### src/rtl/regfile_arb_pkg.sv
// Shared types for the two-client register-file port arbiter.
// A tag records who owns each entry the register file is holding, so its read response can be routed.
package regfile_arb_pkg;

    localparam int TAG_DEPTH = 2;
    localparam int TAG_IDX_W = 5;

    typedef struct packed {
        logic                 client;
        logic                 discard;
        logic [TAG_IDX_W-1:0] index;
    } tag_t;

    // The register file comes out of reset holding one entry at index 0 that nobody asked for.
    localparam tag_t TAG_RESET = '{client: 1'b0, discard: 1'b1, index: '0};

    function automatic tag_t make_tag(input logic client, input logic discard,
                                      input logic [TAG_IDX_W-1:0] index);
        tag_t t;
        t.client  = client;
        t.discard = discard;
        t.index   = index;
        return t;
    endfunction

endpackage

### src/rtl/regfile_port_arbiter_if.sv
// Client and register-file handshake signals of the arbiter.
// The slave modport is the arbiter's view; master is the surrounding clients plus register file.
interface regfile_port_arbiter_if #(
    parameter int width = 32,
    parameter int n     = 5
);
    logic             REQ0_VALID;
    logic             REQ1_VALID;
    logic             REQ0_WRITE;
    logic             REQ1_WRITE;
    logic [n-1:0]     REQ0_INDEX;
    logic [n-1:0]     REQ1_INDEX;
    logic [width-1:0] REQ0_DATA;
    logic [width-1:0] REQ1_DATA;
    logic             REQ0_CONSUMED;
    logic             REQ1_CONSUMED;

    logic [width-1:0] RESP0_DATA;
    logic [width-1:0] RESP1_DATA;
    logic             RESP0_VALID;
    logic             RESP1_VALID;
    logic             RESP0_CONSUMED;
    logic             RESP1_CONSUMED;

    logic             RF_WRITE_EN;
    logic [n-1:0]     RF_WRITE_INDEX;
    logic [width-1:0] RF_WRITE_DATA;
    logic             RF_WRITE_VALID;
    logic             RF_WRITE_CONSUMED;
    logic [n-1:0]     RF_READ_REQ;
    logic             RF_READ_REQ_VALID;
    logic [width-1:0] RF_READ_RESP;
    logic             RF_READ_RESP_VALID;
    logic             RF_READ_RESP_CONSUMED;

    modport slave (
        input  REQ0_VALID, REQ1_VALID, REQ0_WRITE, REQ1_WRITE,
        input  REQ0_INDEX, REQ1_INDEX, REQ0_DATA, REQ1_DATA,
        output REQ0_CONSUMED, REQ1_CONSUMED,
        output RESP0_DATA, RESP1_DATA, RESP0_VALID, RESP1_VALID,
        input  RESP0_CONSUMED, RESP1_CONSUMED,
        output RF_WRITE_EN, RF_WRITE_INDEX, RF_WRITE_DATA, RF_WRITE_VALID,
        input  RF_WRITE_CONSUMED,
        output RF_READ_REQ, RF_READ_REQ_VALID,
        input  RF_READ_RESP, RF_READ_RESP_VALID,
        output RF_READ_RESP_CONSUMED
    );

    modport master (
        output REQ0_VALID, REQ1_VALID, REQ0_WRITE, REQ1_WRITE,
        output REQ0_INDEX, REQ1_INDEX, REQ0_DATA, REQ1_DATA,
        input  REQ0_CONSUMED, REQ1_CONSUMED,
        input  RESP0_DATA, RESP1_DATA, RESP0_VALID, RESP1_VALID,
        output RESP0_CONSUMED, RESP1_CONSUMED,
        input  RF_WRITE_EN, RF_WRITE_INDEX, RF_WRITE_DATA, RF_WRITE_VALID,
        output RF_WRITE_CONSUMED,
        input  RF_READ_REQ, RF_READ_REQ_VALID,
        output RF_READ_RESP, RF_READ_RESP_VALID,
        input  RF_READ_RESP_CONSUMED
    );

endinterface

### src/rtl/regfile_tag_queue.sv
// Two-entry tag FIFO, head visible combinationally; push and pop may coincide in one cycle.
// Pushes are dropped when full unless a pop frees the slot in the same cycle.
module regfile_tag_queue
    import regfile_arb_pkg::*;
#(
    parameter bit   FILL_EN  = 1'b1,
    parameter tag_t FILL_TAG = TAG_RESET
) (
    input  logic       CLK,
    input  logic       RST_N,
    input  logic       i_push,
    input  tag_t       i_push_tag,
    input  logic       i_pop,
    output tag_t       o_head,
    output logic [1:0] o_count
);

    tag_t       r_ent [TAG_DEPTH];
    logic [1:0] r_count;
    logic       w_pop;
    logic       w_push;
    logic       w_slot;

    assign w_pop  = i_pop && (r_count != 2'd0);
    assign w_push = i_push && ((r_count != 2'd2) || w_pop);
    // Slot the new tag lands in once the head (if popping) has shifted down.
    assign w_slot = r_count[0] ^ w_pop;

    always_ff @(posedge CLK) begin
        if (!RST_N) begin
            r_ent[0] <= FILL_TAG;
            r_ent[1] <= '0;
            r_count  <= FILL_EN ? 2'd1 : 2'd0;
        end else begin
            if (w_pop) begin
                r_ent[0] <= r_ent[1];
            end
            if (w_push) begin
                r_ent[w_slot] <= i_push_tag;
            end
            if (w_push && !w_pop) begin
                r_count <= r_count + 2'd1;
            end else if (w_pop && !w_push) begin
                r_count <= r_count - 2'd1;
            end
        end
    end

    assign o_head  = r_ent[0];
    assign o_count = r_count;

endmodule

### src/rtl/regfile_port_arbiter.sv
// Round-robin share of one register-file port between two clients; requests accepted same cycle.
// Issue stalls while two entries are in flight or the write channel is busy; responses wait on their owner.
module regfile_port_arbiter
    import regfile_arb_pkg::*;
#(
    parameter int width = 32,
    parameter int n     = 5
) (
    input  logic                 CLK,
    input  logic                 RST_N,
    regfile_port_arbiter_if.slave bus
);

    logic             r_rr;
    logic             w_any;
    logic             w_gnt;
    logic             w_room;
    logic             w_issue;
    logic             w_wr_en;
    logic [n-1:0]     w_wr_idx;
    logic [width-1:0] w_wr_dat;
    logic [1:0]       w_count;
    tag_t             w_head;
    tag_t             w_push_tag;
    logic             w_head_live;
    logic             w_owner_take;
    logic             w_rsp_take;
    logic             w_pop;

    // Grant: with both asking, the client not served last wins; otherwise whoever asks.
    assign w_any   = bus.REQ0_VALID || bus.REQ1_VALID;
    assign w_gnt   = (bus.REQ0_VALID && bus.REQ1_VALID) ? ~r_rr : bus.REQ1_VALID;
    assign w_room  = RST_N && (w_count != 2'd2);
    assign w_issue = w_any && w_room && bus.RF_WRITE_CONSUMED;

    assign w_wr_en  = w_gnt ? bus.REQ1_WRITE : bus.REQ0_WRITE;
    assign w_wr_idx = w_gnt ? bus.REQ1_INDEX : bus.REQ0_INDEX;
    assign w_wr_dat = w_gnt ? bus.REQ1_DATA  : bus.REQ0_DATA;

    assign bus.RF_WRITE_VALID = w_any && w_room;
    assign bus.RF_WRITE_EN    = w_wr_en;
    assign bus.RF_WRITE_INDEX = w_wr_idx;
    assign bus.RF_WRITE_DATA  = w_wr_dat;
    assign bus.REQ0_CONSUMED  = w_issue && !w_gnt;
    assign bus.REQ1_CONSUMED  = w_issue && w_gnt;

    always_ff @(posedge CLK) begin
        if (!RST_N) begin
            r_rr <= 1'b1;
        end else if (w_issue) begin
            r_rr <= w_gnt;
        end
    end

    // Writes still produce a read response from the register file; tag them so it is thrown away.
    assign w_push_tag = make_tag(w_gnt, w_wr_en, TAG_IDX_W'(w_wr_idx));

    regfile_tag_queue #(
        .FILL_EN  (1'b1),
        .FILL_TAG (TAG_RESET)
    ) u_tag_queue (
        .CLK        (CLK),
        .RST_N      (RST_N),
        .i_push     (w_issue),
        .i_push_tag (w_push_tag),
        .i_pop      (w_pop),
        .o_head     (w_head),
        .o_count    (w_count)
    );

    assign w_head_live  = RST_N && (w_count != 2'd0);
    assign w_owner_take = w_head.client ? bus.RESP1_CONSUMED : bus.RESP0_CONSUMED;
    assign w_rsp_take   = w_head_live && (w_head.discard || w_owner_take);
    assign w_pop        = bus.RF_READ_RESP_VALID && w_rsp_take;

    assign bus.RF_READ_REQ           = n'(w_head.index);
    assign bus.RF_READ_REQ_VALID     = w_head_live;
    assign bus.RF_READ_RESP_CONSUMED = w_rsp_take;

    assign bus.RESP0_DATA  = bus.RF_READ_RESP;
    assign bus.RESP1_DATA  = bus.RF_READ_RESP;
    assign bus.RESP0_VALID = w_head_live && !w_head.discard && !w_head.client
                             && bus.RF_READ_RESP_VALID;
    assign bus.RESP1_VALID = w_head_live && !w_head.discard && w_head.client
                             && bus.RF_READ_RESP_VALID;

endmodule

### src/flat_wrapper.sv
// flat-port wrapper written by rule: the top's interface ports become plain ports
module regfile_port_arbiter_flat import regfile_arb_pkg::*;
#(
    parameter int width = 32,
    parameter int n     = 5
)
  (CLK, RST_N, bus_REQ0_VALID, bus_REQ1_VALID, bus_REQ0_WRITE, bus_REQ1_WRITE, bus_REQ0_INDEX, bus_REQ1_INDEX, bus_REQ0_DATA, bus_REQ1_DATA, bus_REQ0_CONSUMED, bus_REQ1_CONSUMED, bus_RESP0_DATA, bus_RESP1_DATA, bus_RESP0_VALID, bus_RESP1_VALID, bus_RESP0_CONSUMED, bus_RESP1_CONSUMED, bus_RF_WRITE_EN, bus_RF_WRITE_INDEX, bus_RF_WRITE_DATA, bus_RF_WRITE_VALID, bus_RF_WRITE_CONSUMED, bus_RF_READ_REQ, bus_RF_READ_REQ_VALID, bus_RF_READ_RESP, bus_RF_READ_RESP_VALID, bus_RF_READ_RESP_CONSUMED);
  regfile_port_arbiter_if #(.width(width), .n(n)) bus_i ();
  input  logic CLK;
  input  logic RST_N;
  input wire logic [$bits(bus_i.REQ0_VALID)-1:0] bus_REQ0_VALID;
  input wire logic [$bits(bus_i.REQ1_VALID)-1:0] bus_REQ1_VALID;
  input wire logic [$bits(bus_i.REQ0_WRITE)-1:0] bus_REQ0_WRITE;
  input wire logic [$bits(bus_i.REQ1_WRITE)-1:0] bus_REQ1_WRITE;
  input wire logic [$bits(bus_i.REQ0_INDEX)-1:0] bus_REQ0_INDEX;
  input wire logic [$bits(bus_i.REQ1_INDEX)-1:0] bus_REQ1_INDEX;
  input wire logic [$bits(bus_i.REQ0_DATA)-1:0] bus_REQ0_DATA;
  input wire logic [$bits(bus_i.REQ1_DATA)-1:0] bus_REQ1_DATA;
  output wire logic [$bits(bus_i.REQ0_CONSUMED)-1:0] bus_REQ0_CONSUMED;
  output wire logic [$bits(bus_i.REQ1_CONSUMED)-1:0] bus_REQ1_CONSUMED;
  output wire logic [$bits(bus_i.RESP0_DATA)-1:0] bus_RESP0_DATA;
  output wire logic [$bits(bus_i.RESP1_DATA)-1:0] bus_RESP1_DATA;
  output wire logic [$bits(bus_i.RESP0_VALID)-1:0] bus_RESP0_VALID;
  output wire logic [$bits(bus_i.RESP1_VALID)-1:0] bus_RESP1_VALID;
  input wire logic [$bits(bus_i.RESP0_CONSUMED)-1:0] bus_RESP0_CONSUMED;
  input wire logic [$bits(bus_i.RESP1_CONSUMED)-1:0] bus_RESP1_CONSUMED;
  output wire logic [$bits(bus_i.RF_WRITE_EN)-1:0] bus_RF_WRITE_EN;
  output wire logic [$bits(bus_i.RF_WRITE_INDEX)-1:0] bus_RF_WRITE_INDEX;
  output wire logic [$bits(bus_i.RF_WRITE_DATA)-1:0] bus_RF_WRITE_DATA;
  output wire logic [$bits(bus_i.RF_WRITE_VALID)-1:0] bus_RF_WRITE_VALID;
  input wire logic [$bits(bus_i.RF_WRITE_CONSUMED)-1:0] bus_RF_WRITE_CONSUMED;
  output wire logic [$bits(bus_i.RF_READ_REQ)-1:0] bus_RF_READ_REQ;
  output wire logic [$bits(bus_i.RF_READ_REQ_VALID)-1:0] bus_RF_READ_REQ_VALID;
  input wire logic [$bits(bus_i.RF_READ_RESP)-1:0] bus_RF_READ_RESP;
  input wire logic [$bits(bus_i.RF_READ_RESP_VALID)-1:0] bus_RF_READ_RESP_VALID;
  output wire logic [$bits(bus_i.RF_READ_RESP_CONSUMED)-1:0] bus_RF_READ_RESP_CONSUMED;
  assign bus_i.REQ0_VALID = bus_REQ0_VALID;
  assign bus_i.REQ1_VALID = bus_REQ1_VALID;
  assign bus_i.REQ0_WRITE = bus_REQ0_WRITE;
  assign bus_i.REQ1_WRITE = bus_REQ1_WRITE;
  assign bus_i.REQ0_INDEX = bus_REQ0_INDEX;
  assign bus_i.REQ1_INDEX = bus_REQ1_INDEX;
  assign bus_i.REQ0_DATA = bus_REQ0_DATA;
  assign bus_i.REQ1_DATA = bus_REQ1_DATA;
  assign bus_REQ0_CONSUMED = bus_i.REQ0_CONSUMED;
  assign bus_REQ1_CONSUMED = bus_i.REQ1_CONSUMED;
  assign bus_RESP0_DATA = bus_i.RESP0_DATA;
  assign bus_RESP1_DATA = bus_i.RESP1_DATA;
  assign bus_RESP0_VALID = bus_i.RESP0_VALID;
  assign bus_RESP1_VALID = bus_i.RESP1_VALID;
  assign bus_i.RESP0_CONSUMED = bus_RESP0_CONSUMED;
  assign bus_i.RESP1_CONSUMED = bus_RESP1_CONSUMED;
  assign bus_RF_WRITE_EN = bus_i.RF_WRITE_EN;
  assign bus_RF_WRITE_INDEX = bus_i.RF_WRITE_INDEX;
  assign bus_RF_WRITE_DATA = bus_i.RF_WRITE_DATA;
  assign bus_RF_WRITE_VALID = bus_i.RF_WRITE_VALID;
  assign bus_i.RF_WRITE_CONSUMED = bus_RF_WRITE_CONSUMED;
  assign bus_RF_READ_REQ = bus_i.RF_READ_REQ;
  assign bus_RF_READ_REQ_VALID = bus_i.RF_READ_REQ_VALID;
  assign bus_i.RF_READ_RESP = bus_RF_READ_RESP;
  assign bus_i.RF_READ_RESP_VALID = bus_RF_READ_RESP_VALID;
  assign bus_RF_READ_RESP_CONSUMED = bus_i.RF_READ_RESP_CONSUMED;
  regfile_port_arbiter #(.width(width), .n(n)) u_core (.CLK(CLK), .RST_N(RST_N), .bus(bus_i));
endmodule
### config.mk
export PLATFORM = sky130hd
export DESIGN_NAME = regfile_port_arbiter_flat
export DESIGN_NICKNAME = d
export VERILOG_FILES = /design/src/rtl/regfile_arb_pkg.sv /design/src/rtl/regfile_port_arbiter_if.sv /design/src/rtl/regfile_tag_queue.sv /design/src/rtl/regfile_port_arbiter.sv /design/src/flat_wrapper.sv
export SDC_FILE = /design/constraint.sdc
export NUM_CORES = 1
export LEC_CHECK = 0
export BUFFER_PORTS_ARGS = -buffer_cell sky130_fd_sc_hd__clkbuf_2
export CAP_MARGIN = 40
export CORE_AREA = 2 2 90 92
export CTS_CLUSTER_SIZE = 8
export DETAILED_ROUTE_END_ITERATION = 8
export DIE_AREA = 0 0 92 94
export GPL_TIMING_DRIVEN = 0
export PLACE_DENSITY = 0.72
export SYNTH_ARGS = -nofsm -noshare
export SYNTH_HDL_FRONTEND = slang
export SYNTH_HIERARCHICAL = 1
export SYNTH_SLANG_ARGS = --single-unit
### constraint.sdc
create_clock -name CLK -period 2 [get_ports CLK]
set_input_delay 0.3 -clock CLK [delete_from_list [all_inputs] [get_ports CLK]]
set_output_delay 0.3 -clock CLK [all_outputs]
set_load 0.01 [all_outputs]
Yosys cells after proc, flatten, opt, wreduce, memory -nomap -nowiden
Memories as Yosys holds them, arrays and structs flattened.
Index checks and enable logic that the tools add are counted.
{ "word_totals": {"reg_bits": 3, "latch_bits": 0, "mem_bits_rw": 14, "mem_bits_ro": 0, "in_bits": 116, "output_inout_bits": 114, "word_cells": 56, "memories": 1} }
{ "op_classes": {"addsub": 2, "n_mul": 0, "div_mod_pow": 0, "n_lt_le_gt_ge": 0, "n_eq_ne": 1, "shift": 0, "mux": 18, "n_bitwise": 3, "reduce_logical": 29} }
{ "memory_table": {"columns": ["memory", "depth", "word_bits", "read_ports", "rd_ports_with_merged_regs", "write_ports", "line", "rtl"], "rows": [
  ["u_core.u_tag_queue.r_ent", 2, 7, 2, 0, 2, "regfile_tag_queue.sv:18", "tag_t r_ent [TAG_DEPTH];"]
]} }
{ "op_table": {"columns": ["operator", "n"], "rows": [
  ["32-bit 2-to-1 mux", 1],
  ["1-bit logical AND", 18],
  ["7-bit 2-to-1 mux", 2],
  ["1-bit 2-to-1 mux", 12],
  ["7-bit OR reduction", 1],
  ["1-bit logical NOT", 5],
  ["5-bit 2-to-1 mux", 1],
  ["2-bit 2-to-1 mux", 2],
  ["2-bit nonzero test", 2],
  ["1-bit logical OR", 3],
  ["2-bit by 1-bit adder with 2-bit output, second input constant", 1],
  ["2-bit inequality test, second input constant", 1],
  ["2-bit by 1-bit subtractor with 2-bit output, second input constant", 1],
  ["1-bit NOT", 1],
  ["1-bit OR", 1],
  ["1-bit XOR", 1]
]} }

Depth between registers and ports, before layout
Gate-level depths: netlist (run 1).
{ "depth": {"ltp_word": 12, "depth_mapped": 9, "depth_no_buf": 9} }

Cells and area by module
Netlist (run 1), hierarchy kept.
{ "by_module_without_submodules": {"columns": ["mod", "n_inst", "cells_each", "area_per_inst_um2", "seq_area_each_um2"], "rows": [
  ["regfile_port_arbiter", 1, 129, 1107.3, 20.0],
  ["regfile_tag_queue", 1, 59, 784.5, 460.4]
]} }

Least setup slack after synthesis (run 1)
Ideal clock, no wire load.
{ "synth_path": {"path_type": "reg2reg", "from": "register u_core.u_tag_queue.r_count[1], in the netlist u_core/u_tag_queue/o_count[1]", "to": "register u_core.u_tag_queue.r_count[1], in the netlist u_core/u_tag_queue/o_count[1]", "arrival_ns": 1.977, "slack_ns": -0.053, "stages_incl_launch_ff": 9, "period_less_slack_ns": 2.053, "path_cell_list": "dfxtp_1 > o21a_1 > nand2_1 > nor2_1 > o21a_1 > inv_1 > ha_1 > or3_1 > a21boi_0"} }
{ "synth_via": {"elab_chain_cells": 10} }
{ "synth_rtl": {"columns": ["element", "line", "rtl"], "rows": [
  ["start, declared", "regfile_tag_queue.sv:19", "logic [1:0] r_count;"],
  ["start signal, assigned", "regfile_tag_queue.sv:33", "r_count <= FILL_EN ? 2'd1 : 2'd0;"],
  ["start signal, assigned", "regfile_tag_queue.sv:42", "r_count <= r_count + 2'd1;"],
  ["start signal, assigned", "regfile_tag_queue.sv:44", "r_count <= r_count - 2'd1;"],
  ["2-bit nonzero test *", "regfile_port_arbiter.sv:71", "assign w_head_live = RST_N && (w_count != 2'd0);"],
  ["1-bit logical AND *", "regfile_port_arbiter.sv:71", null],
  ["named net bus_RF_READ_REQ_VALID", "flat_wrapper.sv:33", "output wire logic [$bits(bus_i.RF_READ_REQ_VALID)-1:0] bus_RF_READ_REQ_VALID;"],
  ["1-bit logical AND *", "regfile_port_arbiter.sv:73", "assign w_rsp_take = w_head_live && (w_head.discard || w_owner_take);"],
  ["1-bit logical AND *", "regfile_port_arbiter.sv:74", "assign w_pop = bus.RF_READ_RESP_VALID && w_rsp_take;"],
  ["named net u_core.w_pop", "regfile_port_arbiter.sv:28", "logic w_pop;"],
  ["1-bit logical AND *", "regfile_tag_queue.sv:24", "assign w_pop = i_pop && (r_count != 2'd0);"],
  ["1-bit logical OR", "regfile_tag_queue.sv:25", "assign w_push = i_push && ((r_count != 2'd2) || w_pop);"],
  ["1-bit logical AND", "regfile_tag_queue.sv:25", null],
  ["1-bit logical NOT", "regfile_tag_queue.sv:43", "end else if (w_pop && !w_push) begin"],
  ["1-bit logical AND", "regfile_tag_queue.sv:43", null],
  ["2-bit nonzero test (no source line)", null, null]
]} }
Mark *: on every way through the listed nets, which the timed path passes. The rest lies on a longest branch. The select of a mux whose other input is x is not followed.
A chain may end at the register's enable or synchronous reset.

==> metrics, run 1 <==
status completed; TritonRoute pass-1 iters 4; Syn Area/Cell 10.1 um2; GRT Total Usage 0.125; Final period util 0.993; pwr dens 443 mW/mm2; Slew HR 0.734; Port Buffers 197; vias in the first global route 1877; via count of the routed design 2004; min cycle time layout 1.99 ns; post-route cell area 0.00318 mm2; layout cells sized above 1 0.846; first-pass GRT wire length 8710 um; CTS sink count 17; commonest non-fill, non-tap cells in the layout 197 x clkbuf_2, 69 x buf_4, 43 x mux2_2; crit end category flop; area grow syn2layout 68.0%; Clock Skew 0.00113 ns; Worst-Skew Late Latency 0.25 ns; FF+latch count, synth 17; H-tree Lvls 1; routability congestion estimate 0.809; clock slew at reported path FFs 0.06 ns; synth top area cells buf_4 25%, mux2_2 25%, edfxtp_1 22%; Async S/R FF share, synth 0; clk buf depth 2; Syn Nets 305; worst r2r path cells 7; unrepaired setup endpoints after global routing yes; Antenna Cells 0; synth warn 6; Final Max Slew Viols 0; routed length per instance 11.8 um; reg2reg start u_core/u_tag_queue/r_ent[0][6]; DRC viols 0; Rows 32; Post-Route WL 5840 um; Yosys top cell area share 0.254; Syn Inst Count 188; Crit path buffers/inverters 0; DIE HEIGHT 94 um; Top delay family on crit path compound AO/OA/AOI/OAI gates; Tightest Hold Check Type in2reg; filler cell count 775; Fin. Hold Viols 0; Worst Max-Slew Pin Slew 0.399 ns; largest area contributor in the netlist buf_4; largest net degree at the start of global routing 12; CP Cell Sequence a211oi_4, nor2_4, o31a_1, ha_4, xor2_1, or3_1, a21boi_1; hold_sp RST_N; most common cell after layout, fill and taps aside clkbuf_2; Boundary Pins 230; Synth Cell Area 0.00189 mm2; fmax 504 MHz; initial core utilization 0.249; Max-Cap Viols 0; Num CTS Buffers 3; Crit path depth 7; Post-synth EDFFs 14; hold path cells 2; Placement Cell Area 0.00301 mm2; crit path DAT 2.17 ns; slowest cell on the critical path edfxtp_1; Post-layout nets 513; Multi-input gate area 920 um2; Final ANT Viol Nets 0; vias per inst 4.03; CTS Root Cell clkbuf_8; register area share after synthesis 0.254; Worst setup SP type flop; CP Data Required Time 2.18 ns; DP Wirelength 5120 um; CTS tree built; Core Area 0.00761 mm2; Worst VDD drop 0.157 mV; # setup viols final 0; r2r endpoint u_core/u_tag_queue/o_count[1]; flop-to-flop setup slack 0.01 ns; ys flop type edfxtp_1; post-synth cell types 33; post-layout power 1410 uW; CP peak stage delay 0.47 ns; initial antenna violation count 0; hold worst-path end u_core/r_rr; grt ovf 0; Lkg Pwr 0.00173 uW; CP Class reg2reg; die footprint 0.00865 mm2; Reg area 485 um2; Die X 92 um; Crit Path Max Fanout 5; drt initial violations 35
-- final cells by class --
cell class / count / area share
plain buffers: 70 / 0.170
clock buffers: 3 / 0.0130
clock inverters: 1 / 0.00157
inverters: 4 / 0.00472
multi-input cells: 97 / 0.289
flip-flops and latches: 17 / 0.153
well taps: 102 / 0.0402
repair buffers: 203 / 0.328
-- per-layer routing --
layer	routed length [um]	global-route usage	vias to the layer above
met2	3250	0.246	134
met3	494	0.0144	5
li1	-	-	997
met5	0	0	-
met4	65	0.0410	0
met1	2030	0.139	868
-- synthesized netlist by cell type (2+ instances only) --
cell	number
inv_1	4
nor2_1	5
o21ai_0	3
and2_1	7
xor2_1	2
mux2_1	3
edfxtp_1	14
nand2_1	4
mux2_2	42
buf_4	64
and3_1	6
nor2b_1	2
nand2b_1	3
dfxtp_1	3
buf_6	5
nand3b_1	3
o21a_1	2
-- power breakdown --
group / switching [uW] / internal [uW] / leakage [uW]
clock network: 116 / 138 / 0.0000255
logic: 315 / 393 / 0.00153
registers: 22.0 / 424 / 0.000169
total: 453 / 955 / 0.00173
-- worst max-delay path by stage --
stage / endpoint / slack (ns) / from
2_1_floorplan: u_core/u_tag_queue/o_count[1] / 0.03 / u_core/u_tag_queue/o_count[1]
3_5_place_dp: u_core/u_tag_queue/o_count[1] / -0.26 / RST_N
3_3_place_gp: u_core/u_tag_queue/o_count[1] / -0.19 / RST_N
4_1_cts: u_core/u_tag_queue/o_count[1] / -0.05 / u_core/u_tag_queue/r_ent[0][5]
5_1_grt: u_core/u_tag_queue/o_count[1] / -0.11 / u_core/u_tag_queue/r_ent[0][6]
6_report: u_core/u_tag_queue/o_count[1] / 0.01 / u_core/u_tag_queue/r_ent[0][6]
-- timing repair --
item,in CTS,in global routing
gates resized for setup,6,12
setup buffers,0,5
endpoints found under the hold margin,0,0
gates cloned,0,1
pin swaps,1,5
setup endpoints to repair,8,26
hold buffers,0,0
-- through the flow --
step           cells  utilization  TNS (ns)  hold WS [ns]  worst slack [ns]
2_1_floorplan    188            -         0         0.376            0.0347
3_3_place_gp     487        0.396    -0.556         0.521            -0.194
3_5_place_dp     487        0.396     -1.28         0.568            -0.262
4_1_cts          491        0.405   -0.0486         0.308           -0.0486
5_1_grt          497        0.418    -0.107         0.316            -0.107
6_report         497        0.418         0         0.309            0.0141
-- cells by family (layout without fill, tap and decap cells) --
kind of cell / count (synthesis) / in the layout / synth area share
AOI/OAI and AO/OA: 12 / 12 / 0.0529
xor gates and xnor gates: 2 / 2 / 0.00926
adders and majority gates: 1 / 1 / 0.00661
buffers and inverters: 74 / 281 / 0.294
DFF: 17 / 17 / 0.254
muxes: 45 / 45 / 0.268
and+or+nand+nor: 37 / 37 / 0.116
-- sequential cells by signal, indices dropped and copies added (netlist names) --
register and count:
u_core/u_tag_queue/o_count 2, u_core/u_tag_queue/r_ent 14, u_core/r_rr 1
(Power assumes the default switching activity.)
==> run 2, diff against run 1 <==
Settings changed: CELL_PAD_IN_SITES_DETAIL_PLACEMENT set to 1, CELL_PAD_IN_SITES_GLOBAL_PLACEMENT set to 1, CORE_AREA 2 2 90 92 to unset, CORE_MARGIN set to 1.5, CORE_UTILIZATION set to 19, DIE_AREA 0 0 92 94 to unset, PLACE_DENSITY 0.72 to 0.83, SLEW_MARGIN set to 10.
==> run 2 against run 1 <==
  * Combinational power increased by 2.8%
  * Count of clock-buffer cells in the layout unchanged
  * Sequential power about the same
  * Hold slack got worse by 0.011 ns
  * Sequential share of layout area decreased by 0.43 points
  * Final cell count increased by 7.0%
  * Clock skew about the same
  * Utilization decreased by 8.3 points
  * Setup slack improved by 0.010 ns
  * Wire length increased by 6.3%
  * Clock power increased by 5%
  * Global-route usage decreased by 2.3 points
==> metrics, run 2 (synthesized netlist as in run 1, its figures left out) <==
routed length per instance 11.7 um (was 11.8 um); Num CTS Buffers 3 (unchanged); DRC viols 0 (unchanged); Layout Utilization 0.335 (was 0.418); Setup TNS Final 0 ns (unchanged); drt initial violations 12 (was 35); Final Max Slew Viols 0 (unchanged); Antenna Cells 0 (unchanged); CP Data Required Time 2.19 ns (was 2.18 ns); grt ovf 0 (unchanged); Rows 36 (was 32); initial core utilization 0.194 (was 0.249); Placement Cell Area 0.00305 mm2 (was 0.00301 mm2); DIE HEIGHT 103 um (was 94 um); H-tree Lvls 1 (unchanged); DP Wirelength 5350 um (was 5120 um); clock slew at reported path FFs 0.07 ns (was 0.06 ns); pwr dens 441 mW/mm2 (was 443 mW/mm2); vias in the first global route 1874 (was 1877); min cycle time layout 1.98 ns (was 1.99 ns); layout cells sized above 1 0.847 (was 0.846); Sw Ratio 0.328 (was 0.322); max reg flops 14 (unchanged); Boundary Pins 230 (unchanged); post-route cell area 0.00326 mm2 (was 0.00318 mm2); CP Class reg2reg (unchanged); Final period util 0.988 (was 0.993); switching power 472 uW (was 453 uW); Clock Skew 0.00163 ns (was 0.00113 ns); Max-Cap Viols 0 (unchanged); area grow syn2layout 72.4% (was 68.0%); CP peak stage delay 0.48 ns (was 0.47 ns); Reg power frac 0.310 (was 0.316); crit path DAT 2.16 ns (was 2.17 ns); Worst setup SP type flop (unchanged); clk buf depth 2 (unchanged); slowest cell on the critical path edfxtp_1 (unchanged); Tightest Hold Check Type in2reg (unchanged); placed instance count 518 (was 487); clock power share 0.185 (was 0.181); via count of the routed design 2072 (was 2004); Die X 103 um (was 92 um); crit end category flop (unchanged); largest net degree at the start of global routing 12 (unchanged); combinational share of power 0.505 (was 0.503); fmax 506 MHz (was 504 MHz); CTS sink count 17 (unchanged); vias per inst 3.89 (was 4.03); Post-layout nets 517 (was 513); GRT Total Usage 0.103 (was 0.125); Worst-Skew Late Latency 0.26 ns (was 0.25 ns); most common cell after layout, fill and taps aside clkbuf_2 (unchanged); Crit Path Max Fanout 5 (unchanged); CP Cell Sequence a211oi_4, nor2_4, o31a_1, ha_4, xor2_1, or3_1, a21boi_1 (unchanged); routability congestion estimate 0.736 (was 0.809); hold_ws 0.297 ns (was 0.309 ns); CTS Root Cell clkbuf_8 (unchanged); status completed (unchanged); Fin. Hold Viols 0 (unchanged); Lkg Pwr 0.00176 uW (was 0.00173 uW); unrepaired setup endpoints after global routing yes (unchanged); commonest non-fill, non-tap cells in the layout 197 x clkbuf_2, 71 x buf_4, 39 x mux2_2 (was 197 x clkbuf_2, 69 x buf_4, 43 x mux2_2); Final ANT Viol Nets 0 (unchanged); filler cell count 1195 (was 775); TritonRoute pass-1 iters 3 (was 4); initial antenna violation count 0 (unchanged); Non-Filler Instances 532 (was 497); CTS tree built (unchanged); Post-Route WL 6210 um (was 5840 um); register with the most flip-flops u_core/u_tag_queue/r_ent (unchanged); Worst Max-Slew Pin Slew 0.417 ns (was 0.399 ns); Worst VDD drop 0.215 mV (was 0.157 mV); hold_buf cts 0 (unchanged); Int Pwr 967 uW (was 955 uW); Core Area 0.00973 mm2 (was 0.00761 mm2); # setup viols final 0 (unchanged); first-pass GRT wire length 8500 um (was 8710 um); die footprint 0.0106 mm2 (was 0.00865 mm2); Slew HR 0.722 (was 0.734); Port Buffers 197 (unchanged)
==> run 2: worst max-delay path, delay by kind of cell, from the launching register on <==
family / cells / cell delay, ns
compound gates: 3 / 0.71
xor+xnor: 1 / 0.15
fa+ha+maj: 1 / 0.17
flops: 1 / 0.48
simple gates: 2 / 0.40
==> run 2: metrics by stage <==
step / power (uW) / setup slack [ns]
finish: 1440 / 0.0245
floorplan: 850 / 0.0347
global route: 1530 / -0.0455
CTS: 1430 / 0.00464
global placement: 1100 / -0.187
detailed placement: 1130 / -0.276
==> run 2: layout make-up <==
cell class / instances / area (um2) / area share
repair buffers: 207 / 1070 / 0.330
well taps: 133 / 166 / 0.0510
clock inverters: 1 / 5.00 / 0.00153
flip-flops and latches: 17 / 484 / 0.149
multi-input cells: 97 / 933 / 0.286
clock buffers: 3 / 41.3 / 0.0127
plain buffers: 70 / 541 / 0.166
inverters: 4 / 15.0 / 0.00460
==> run 2: worst paths after layout <==
| kind | depth (start not counted) | to | start | slack [ns] |
|---|---|---|---|---|
| min reg2reg | 2 | u_core/u_tag_queue/o_count[1] | u_core/u_tag_queue/o_count[1] | 0.56 |
| max | 7 | u_core/u_tag_queue/o_count[1] | u_core/u_tag_queue/r_ent[0][6] | 0.02 |
| max reg2reg | 7 | u_core/u_tag_queue/o_count[1] | u_core/u_tag_queue/r_ent[0][6] | 0.02 |
| min | 2 | u_core/r_rr | RST_N | 0.30 |
==> run 2: timing repair <==
action                                  4_1_cts  5_1_grt
endpoints found under the setup margin       15       25
pin swaps                                     3        5
gates resized for setup                      11       10
gates cloned                                  0        1
hold endpoints to repair                      0        0
buffers inserted                              4        6
==> run 2: power by group through the flow <==
stage / registers, uW / clock network [uW] / logic [uW]
after floorplan: 452 / 0 / 398
after global placement: 448 / 0 / 656
after global routing: 451 / 285 / 791
after CTS: 446 / 270 / 712
final: 446 / 266 / 728
after detailed placement: 450 / 0 / 677
==> run 2: layer usage <==
layer  vias to the layer above  wire length, um  global-route usage
li1                       1007                -                   -
met4                         0               73              0.0343
met1                       937             2160               0.114
met5                         -                0                   0
met3                         5              522              0.0115
met2                       123             3460               0.202
